### src/rtl/key_pkg.sv
// Shared types and defaults for the push-button conditioner.
// Imported by the conditioner RTL and its bench.
package key_pkg;

  typedef enum logic [1:0] {
    IDLE         = 2'd0,
    PRESS_WAIT   = 2'd1,
    PRESSED      = 2'd2,
    RELEASE_WAIT = 2'd3
  } key_state_e;

  localparam int unsigned CNT_BITS_DEF   = 20;
  localparam int unsigned RPT_DELAY_DEF  = 25000000;
  localparam int unsigned RPT_PERIOD_DEF = 10000000;

  function automatic int unsigned hold_bits(
    input int unsigned a,
    input int unsigned b
  );
    return $clog2((a > b) ? a : b) + 1;
  endfunction

endpackage

### src/rtl/key_conditioner_sync2.sv
// Two-flop synchroniser with a configurable reset level.
// Also used for slide-switch inputs.
module sync2 #(
  parameter logic RST_VAL = 1'b1
) (
  input  logic clk_i,
  input  logic nReset_i,
  input  logic d_i,
  output logic q_o
);

  logic [1:0] ff_q;
  logic [1:0] ff_d;

  always_comb ff_d = {ff_q[0], d_i};

  always_ff @(posedge clk_i or negedge nReset_i) begin
    if (!nReset_i) ff_q <= {2{RST_VAL}};
    else           ff_q <= ff_d;
  end

  assign q_o = ff_q[1];

endmodule

### src/rtl/key_conditioner.sv
// Debounced level plus press/release/auto-repeat strobes
// for an active-low push-button on the system clock.
module key_conditioner
  import key_pkg::*;
#(
  parameter int unsigned CNT_BITS   = CNT_BITS_DEF,
  parameter bit          RPT_EN     = 1'b1,
  parameter int unsigned RPT_DELAY  = RPT_DELAY_DEF,
  parameter int unsigned RPT_PERIOD = RPT_PERIOD_DEF
) (
  input  logic clk_i,
  input  logic nReset_i,
  input  logic noisy_ni,
  output logic pressed_o,
  output logic press_o,
  output logic release_o,
  output logic repeat_o
);

  localparam int unsigned HW = hold_bits(RPT_DELAY, RPT_PERIOD);
  localparam logic [CNT_BITS-1:0] CNT_MAX = '1;
  localparam logic [HW-1:0] DLY = HW'(RPT_DELAY);
  localparam logic [HW-1:0] PER = HW'(RPT_PERIOD);

  logic key_n_sync;
  logic key_s;

  sync2 #(.RST_VAL(1'b1)) u_sync (
    .clk_i    (clk_i),
    .nReset_i (nReset_i),
    .d_i      (noisy_ni),
    .q_o      (key_n_sync)
  );

  assign key_s = ~key_n_sync;

  key_state_e    state_q, state_d;
  logic [CNT_BITS-1:0] cnt_q, cnt_d;
  logic [HW-1:0] hold_q, hold_d;
  logic [HW-1:0] hold_inc;
  logic [HW-1:0] target;
  logic          rpt2_q, rpt2_d;
  logic          pressed_q, pressed_d;
  logic          press_q, press_d;
  logic          release_q, release_d;
  logic          repeat_q, repeat_d;

  // hold counter restarts on each repeat; rpt2 picks period over delay
  always_comb begin
    state_d   = state_q;
    cnt_d     = cnt_q;
    hold_d    = hold_q;
    rpt2_d    = rpt2_q;
    press_d   = 1'b0;
    release_d = 1'b0;
    repeat_d  = 1'b0;
    hold_inc  = (hold_q == '1) ? hold_q : hold_q + HW'(1);
    target    = rpt2_q ? PER : DLY;
    unique case (state_q)
      IDLE: begin
        if (key_s) begin
          state_d = PRESS_WAIT;
          cnt_d   = '0;
        end
      end
      PRESS_WAIT: begin
        if (!key_s) begin
          state_d = IDLE;
        end else if (cnt_q == CNT_MAX) begin
          state_d = PRESSED;
          press_d = 1'b1;
          hold_d  = '0;
          rpt2_d  = 1'b0;
        end else begin
          cnt_d = cnt_q + CNT_BITS'(1);
        end
      end
      PRESSED: begin
        if (!key_s) begin
          state_d = RELEASE_WAIT;
          cnt_d   = '0;
        end else if (RPT_EN && hold_inc == target) begin
          repeat_d = 1'b1;
          hold_d   = '0;
          rpt2_d   = 1'b1;
        end else begin
          hold_d = hold_inc;
        end
      end
      RELEASE_WAIT: begin
        if (key_s) begin
          state_d = PRESSED;
        end else if (cnt_q == CNT_MAX) begin
          state_d   = IDLE;
          release_d = 1'b1;
        end else begin
          cnt_d = cnt_q + CNT_BITS'(1);
        end
      end
    endcase
    pressed_d = (state_d == PRESSED) ||
                (state_d == RELEASE_WAIT);
  end

  always_ff @(posedge clk_i or negedge nReset_i) begin
    if (!nReset_i) begin
      state_q   <= IDLE;
      cnt_q     <= '0;
      hold_q    <= '0;
      rpt2_q    <= 1'b0;
      pressed_q <= 1'b0;
      press_q   <= 1'b0;
      release_q <= 1'b0;
      repeat_q  <= 1'b0;
    end else begin
      state_q   <= state_d;
      cnt_q     <= cnt_d;
      hold_q    <= hold_d;
      rpt2_q    <= rpt2_d;
      pressed_q <= pressed_d;
      press_q   <= press_d;
      release_q <= release_d;
      repeat_q  <= repeat_d;
    end
  end

  assign pressed_o = pressed_q;
  assign press_o   = press_q;
  assign release_o = release_q;
  assign repeat_o  = repeat_q;

endmodule

### config.mk
export PLATFORM = sky130hd
export DESIGN_NAME = key_conditioner
export DESIGN_NICKNAME = d
export VERILOG_FILES = /design/src/rtl/key_pkg.sv /design/src/rtl/key_conditioner_sync2.sv /design/src/rtl/key_conditioner.sv
export SDC_FILE = /design/constraint.sdc
export NUM_CORES = 1
export LEC_CHECK = 0
export CAP_MARGIN = 20
export CORE_UTILIZATION = 63
export CTS_CLUSTER_SIZE = 25
export DETAILED_ROUTE_END_ITERATION = 10
export GPL_TIMING_DRIVEN = 0
export PLACE_DENSITY_LB_ADDON = 0.12
export RECOVER_POWER = 50
export SETUP_SLACK_MARGIN = 0.02
export SLEW_MARGIN = 0
export SYNTH_ARGS = -nofsm -noshare
export SYNTH_HDL_FRONTEND = slang
export SYNTH_SLANG_ARGS = --single-unit
### constraint.sdc
create_clock -name clk_i -period 3.05 [get_ports clk_i]
set_input_delay 0.4575 -clock clk_i [delete_from_list [all_inputs] [get_ports clk_i]]
set_output_delay 0.4575 -clock clk_i [all_outputs]
set_load 0.005 [all_outputs]
# ---- Word-level counts from Yosys, hierarchy flattened
# Index checks and enable logic that the tools add are counted.
dict set report word_totals {
  reg_bits 55
  out_inout_bits 4
  inputBits 3
  word_cells 65
}
dict set report op_classes {
  reduce_logical 6
  n_addsub 2
  n_mux 33
  eq_ne 15
}
# operator n
set op_table {}
lappend op_table {{$mux 26} 5}
lappend op_table {{$mux 20} 5}
lappend op_table {{$pmux 20 s4} 1}
lappend op_table {{$pmux 26 s2} 1}
lappend op_table {{$add 26x1->26 const B} 1}
lappend op_table {{$eq 26x25->1} 1}
lappend op_table {{$eq 26x26->1 const B} 1}
lappend op_table {{$mux 25} 1}
lappend op_table {{$add 20x1->20 const B} 1}
lappend op_table {{$eq 20x20->1 const B} 1}
lappend op_table {{$mux 1} 12}
lappend op_table {{$mux 2} 6}
lappend op_table {{$ne 2x2->1 const B} 5}
lappend op_table {{$eq 2x2->1 const B} 4}
lappend op_table {{$pmux 2 s4} 1}
lappend op_table {{$reduce_and 4->1} 2}
lappend op_table {{$reduce_and 5->1} 1}
lappend op_table {{$ne 2x1->1 const B} 2}
lappend op_table {{$eq 2x1->1 const B} 1}
lappend op_table {{$logic_not 2->1} 1}
lappend op_table {{$pmux 1 s2} 1}
lappend op_table {{$reduce_bool 2->1} 1}
lappend op_table {{$logic_or 1x1->1} 1}

# ---- Longest topological paths before layout
dict set report logic_depth {
  ltp_word 6
  mapped_depth 11
  depth_no_buf 10
}

# ---- Modules after synthesis
# Synthesis repeated with hierarchy kept, for this count alone.
dict set report unflattened {
  cells_unflattened 408
  area_unflattened_um2 3545.9
}
# module cells_each area_per_inst_um2 n_inst seq_area_each_um2
set modules_own_cells {}
lappend modules_own_cells {key_conditioner 406 3493.4 1 1326.3}
lappend modules_own_cells {sync2 2 52.6 1 52.6}

# ---- Worst setup path before layout
# Ideal clock, no wire load.
dict set report synth_path {
  kind {register -> register}
  from {reg hold_q[0]}
  to {reg hold_q[20]}
  path_stages_with_launch 12
  setup_slack_ps 292
  setup_time_ps 121
  t_arrival_ps 2637
  path_buffers 1
  t_required_ps 2929
  period_less_slack_ps 2758
  cell_sequence {dfrtp_1 ha_1 nand4_1 or3_1 clkbuf_1 nor4_1 a211oi_1 nor4bb_1 mux2_4 a31o_4 o21ai_1 a22o_1}
}
dict set report synth_between {
  elab_chain_len 6
  word_cells_on_any_way 7
  cone_classes {add/sub: 1; eq/ne: 2; mux: 4}
}
# item line_no
set synth_rtl {}
lappend synth_rtl {{start: declaration} key_conditioner.sv:39} ;# logic [HW-1:0] hold_q, hold_d;
lappend synth_rtl {{start signal: assignment} key_conditioner.sv:118} ;# hold_q <= hold_d;
lappend synth_rtl {{$add 26x1->26 / $eq 26x26->1 (equally long branches)} key_conditioner.sv:57} ;# hold_inc = (hold_q == '1) ? hold_q : hold_q + HW'(1);
lappend synth_rtl {{$mux 26 (*)} key_conditioner.sv:57}
lappend synth_rtl {{$eq 26x25->1} key_conditioner.sv:82} ;# end else if (RPT_EN && hold_inc == target) begin
lappend synth_rtl {{$mux 26 (*)} key_conditioner.sv:82}
lappend synth_rtl {{$mux 26 (*)} key_conditioner.sv:79} ;# if (!key_s) begin
lappend synth_rtl {{$pmux 26 s2 (*)} key_conditioner.sv:59} ;# unique case (state_q)
# Every way passes the cells marked *; elsewhere a longest branch is shown, timed or not. The select of a mux whose other input is x is not followed.
# A chain may end at the register's enable or synchronous reset.

# ---- Final worst setup path
dict set report layout_path {
  from {reg hold_q[13]}
  to {reg hold_q[12]}
}
# Same word-level chain as after synthesis.

==> impl_metrics.toml <==
[route]
vias_per_cell = 6.62
postRouteWirelength_um = 9150
routedWlPerCell_um = 18.2
route.detailed.drc = 0
dr.pass1.iters = 5
ant_nets = 0
num_vias = 3332
drt-initial-drc-count = 507

[cells_and_area]
design_area_um2 = 4090
fill_cells = 361
area_growth_syn_to_layout_pct = 17.3
diodes = 0
finalNonFillerCells = 503
final_layout_size_suffix_gt1_frac = 0.189
finish.utilization = 0.786
finalNetCount = 437

[clocking]
clk_pin_slew_ps = 110
cts_tree = "built"
clock-root-buffer = "clkbuf_8"
cts_sinks = 55
worstSkewPairLatency_ps = 320
cts_buffer_depth = 2
cts_hold_buffers = 0
numCtsBuffers = 5
cts_max_level = 2

[timing]
setup_viol = 0
worst_clock_skew_ps = 8.89
maxSlewHeadroom = -0.183
fmax_ghz = 0.333
rsz0062_at_grt = "yes"
worst_pin_slew_ps = 1770
final_hold_viol_count = 0
fin_crit_sh = 0.985
min_period_ps = 3000
report.final.slew_viol_count = 43
whs_ps = 157
timing.final.ws_setup_ps = 45.1
finalSetupTns_ps = 0

[grt]
grt_pass1_vias = 2952
grt.overflow.total = 0
antenna_found_initial = 0
grt_pass1_wl_um = 14000
grt_max_degree = 43
grt_util_all_layers = 0.297

[critical_path]
crit_slowest_cell = "nor4_4"
cp.arrival_ps = 3220
timing.rr.start = "hold_q[13]$_DFFE_PN0P_"
path_class = "register to register"
path_cells = "clkbuf_4 > nand4_4 > nor4_4 > nand4_1 > a21boi_0 > nor4bb_4 > mux2_4 > nand3_1 > o21ai_4 > buf_4 > nor2_1"
cp.required_ps = 3260
path_max_fanout = 10
critPathLaunch = "hold_q[13]$_DFFE_PN0P_"
cp_num_buf_inv = 2
cp_top_family = "simple AND/OR/NAND/NOR gates"
timing.critical_path.from_type = "register"
end_kind = "register"
max_stage_delay_ps = 510

[pwr]
leakage_nw = 1.68
peakVddDrop_v = 0.000244
pwr_density_cell_nw_per_um2 = 298
total_power_mw = 1.22

[floorplan]
die_x_um = 76.4
initial_core_util = 0.670
fp.coreArea_um2 = 5200
die-area_um2 = 5840
dieHeight_um = 76.4
ios = 7
num_rows = 26

[synthesis]
synth.distinct_cells = 67
syn_nets = 403
yosysSeqAreaShare = 0.395
synth.avg_cell_area_um2 = 8.76
syn-instance-count = 398
syn_area_um2 = 3490
ys_ff_latch = 55
async_flop_share = 1.00
synth-main-ff-cell = "dfrtp_1"
ys_warn_count = 0
synth_edf_count = 0

[worst_hold_path]
holdCritPathClass = "input pin to asynchronous set/reset pin"

[placed_design]
place_hpwl_um = 5530
dpl_cell_area_um2 = 3650
dpl.cell_count = 475
gp_congestion = 0.953
dp_slack_ps = -449
io_buffers = 6

[outcome]
violations = "max-capacitance violations, max-slew violations"
status = "finished with violations"

[flow_run]
cap_viol_max_count = 1
## cells by family after synthesis
group,count (synthesis),share of synthesized area
AOI/OAI and AO/OA,77,0.159
xor gates and xnor gates,33,0.0829
adders and majority gates,2,0.00717
buffers and inverters,30,0.0362
DFF,55,0.395
muxes,4,0.0133
and+or+nand+nor,197,0.306
## final timing paths
kind,endpoint,slack (ps),depth (start not counted)
worst max-delay path,hold_q[12]$_DFFE_PN0P_,50,11
worst min-delay path,hold_q[8]$_DFFE_PN0P_,160,1
worst max register to register,hold_q[12]$_DFFE_PN0P_,50,11
worst min register to register,u_sync.ff_q[1]$_DFF_PN1_,360,0
max in group asynchronous,hold_q[19]$_DFFE_PN0P_,620,2
min in group clk_i,u_sync.ff_q[1]$_DFF_PN1_,360,0
## layer usage
layer / GRT usage / routed length (um) / up-vias
met5: 0 / 0 / -
met4: 0.123 / 324 / 0
met3: 0.0515 / 616 / 37
met2: 0.489 / 4400 / 191
met1: 0.387 / 3810 / 1602
li1: - / - / 1502
## registers in the layout, summed over array words and instances, names as in the netlist
| signal | flops |
|---|---|
| hold_q | 26 |
| repeat_o | 1 |
| press_o | 1 |
| release_o | 1 |
| rpt2_q | 1 |
| state_q | 2 |
| pressed_o | 1 |
| u_sync.ff_q | 2 |
| cnt_q | 20 |
## final cells by class
cell class | instances | area, um^2 | area share
multi-input cells | 314 | 2150 | 0.526
flip-flops and latches | 55 | 1380 | 0.338
repair buffers | 27 | 229 | 0.0559
plain buffers | 22 | 118 | 0.0287
well taps | 70 | 87.6 | 0.0214
clock buffers | 6 | 82.6 | 0.0202
inverters | 7 | 26.3 | 0.00642
clock inverters | 2 | 16.3 | 0.00397
## cell usage after synthesis, types with 2 or more instances
cell type | number | area (um^2)
and3_1 | 5 | 31.3
o21ai_1 | 5 | 25.0
nand4_2 | 2 | 25.0
o31ai_1 | 5 | 37.5
a21boi_1 | 2 | 15.0
nor4_1 | 6 | 37.5
nor4bb_1 | 2 | 20.0
inv_1 | 7 | 26.3
dfrtp_1 | 53 | 1330
a41oi_1 | 2 | 17.5
and2_1 | 5 | 31.3
or2_2 | 2 | 12.5
a22o_1 | 2 | 17.5
nor3_1 | 6 | 30.0
or3_1 | 8 | 50.1
and4b_1 | 2 | 20.0
o21ai_0 | 18 | 90.1
xnor2_1 | 13 | 114
nand2_1 | 38 | 143
nand4_1 | 16 | 100
nor2_1 | 56 | 210
nand3b_1 | 2 | 15.0
ha_1 | 2 | 25.0
buf_2 | 11 | 55.1
a21o_1 | 3 | 22.5
nor3b_1 | 2 | 15.0
xor2_1 | 20 | 175
nor2b_1 | 4 | 25.0
and4_1 | 5 | 43.8
nor4_2 | 3 | 37.5
mux2i_1 | 2 | 20.0
nand3_1 | 22 | 110
clkbuf_1 | 12 | 45.0
a31oi_1 | 3 | 18.8
a211oi_1 | 6 | 45.0
nand2b_1 | 4 | 25.0
a32oi_1 | 2 | 17.5
dfstp_2 | 2 | 52.6
a21oi_1 | 10 | 50.1
## report_power, final
part / switching (mW) / internal (mW)
clock: 0.255 / 0.186
sequential: 0.00704 / 0.737
combinational: 0.0260 / 0.00889
total: 0.288 / 0.932
## cells in the final DEF, fill, tap and decap left out, types with 6 or more instances in the layout
| cell type | netlist | layout |
|---|---|---|
| xnor2_1 | 13 | 11 |
| o21ai_0 | 18 | 18 |
| clkbuf_1 | 12 | 12 |
| dfrtp_1 | 53 | 50 |
| a21oi_1 | 10 | 10 |
| or3_1 | 8 | 7 |
| clkbuf_8 | 0 | 6 |
| buf_4 | 0 | 19 |
| xor2_1 | 20 | 19 |
| clkbuf_4 | 0 | 6 |
| nand4_1 | 16 | 16 |
| nand3_1 | 22 | 21 |
| inv_1 | 7 | 6 |
| nand2_1 | 38 | 36 |
| nor2_1 | 56 | 55 |
## repair_timing
item / in CTS / in global routing
gates resized for setup: 8 / 32
pin swaps: 1 / 9
gates cloned: 0 / 1
endpoints found under the hold margin: 0 / 0
buffers inserted: 5 / 15
setup endpoints to repair: 19 / 23
(Power assumes the default switching activity.)
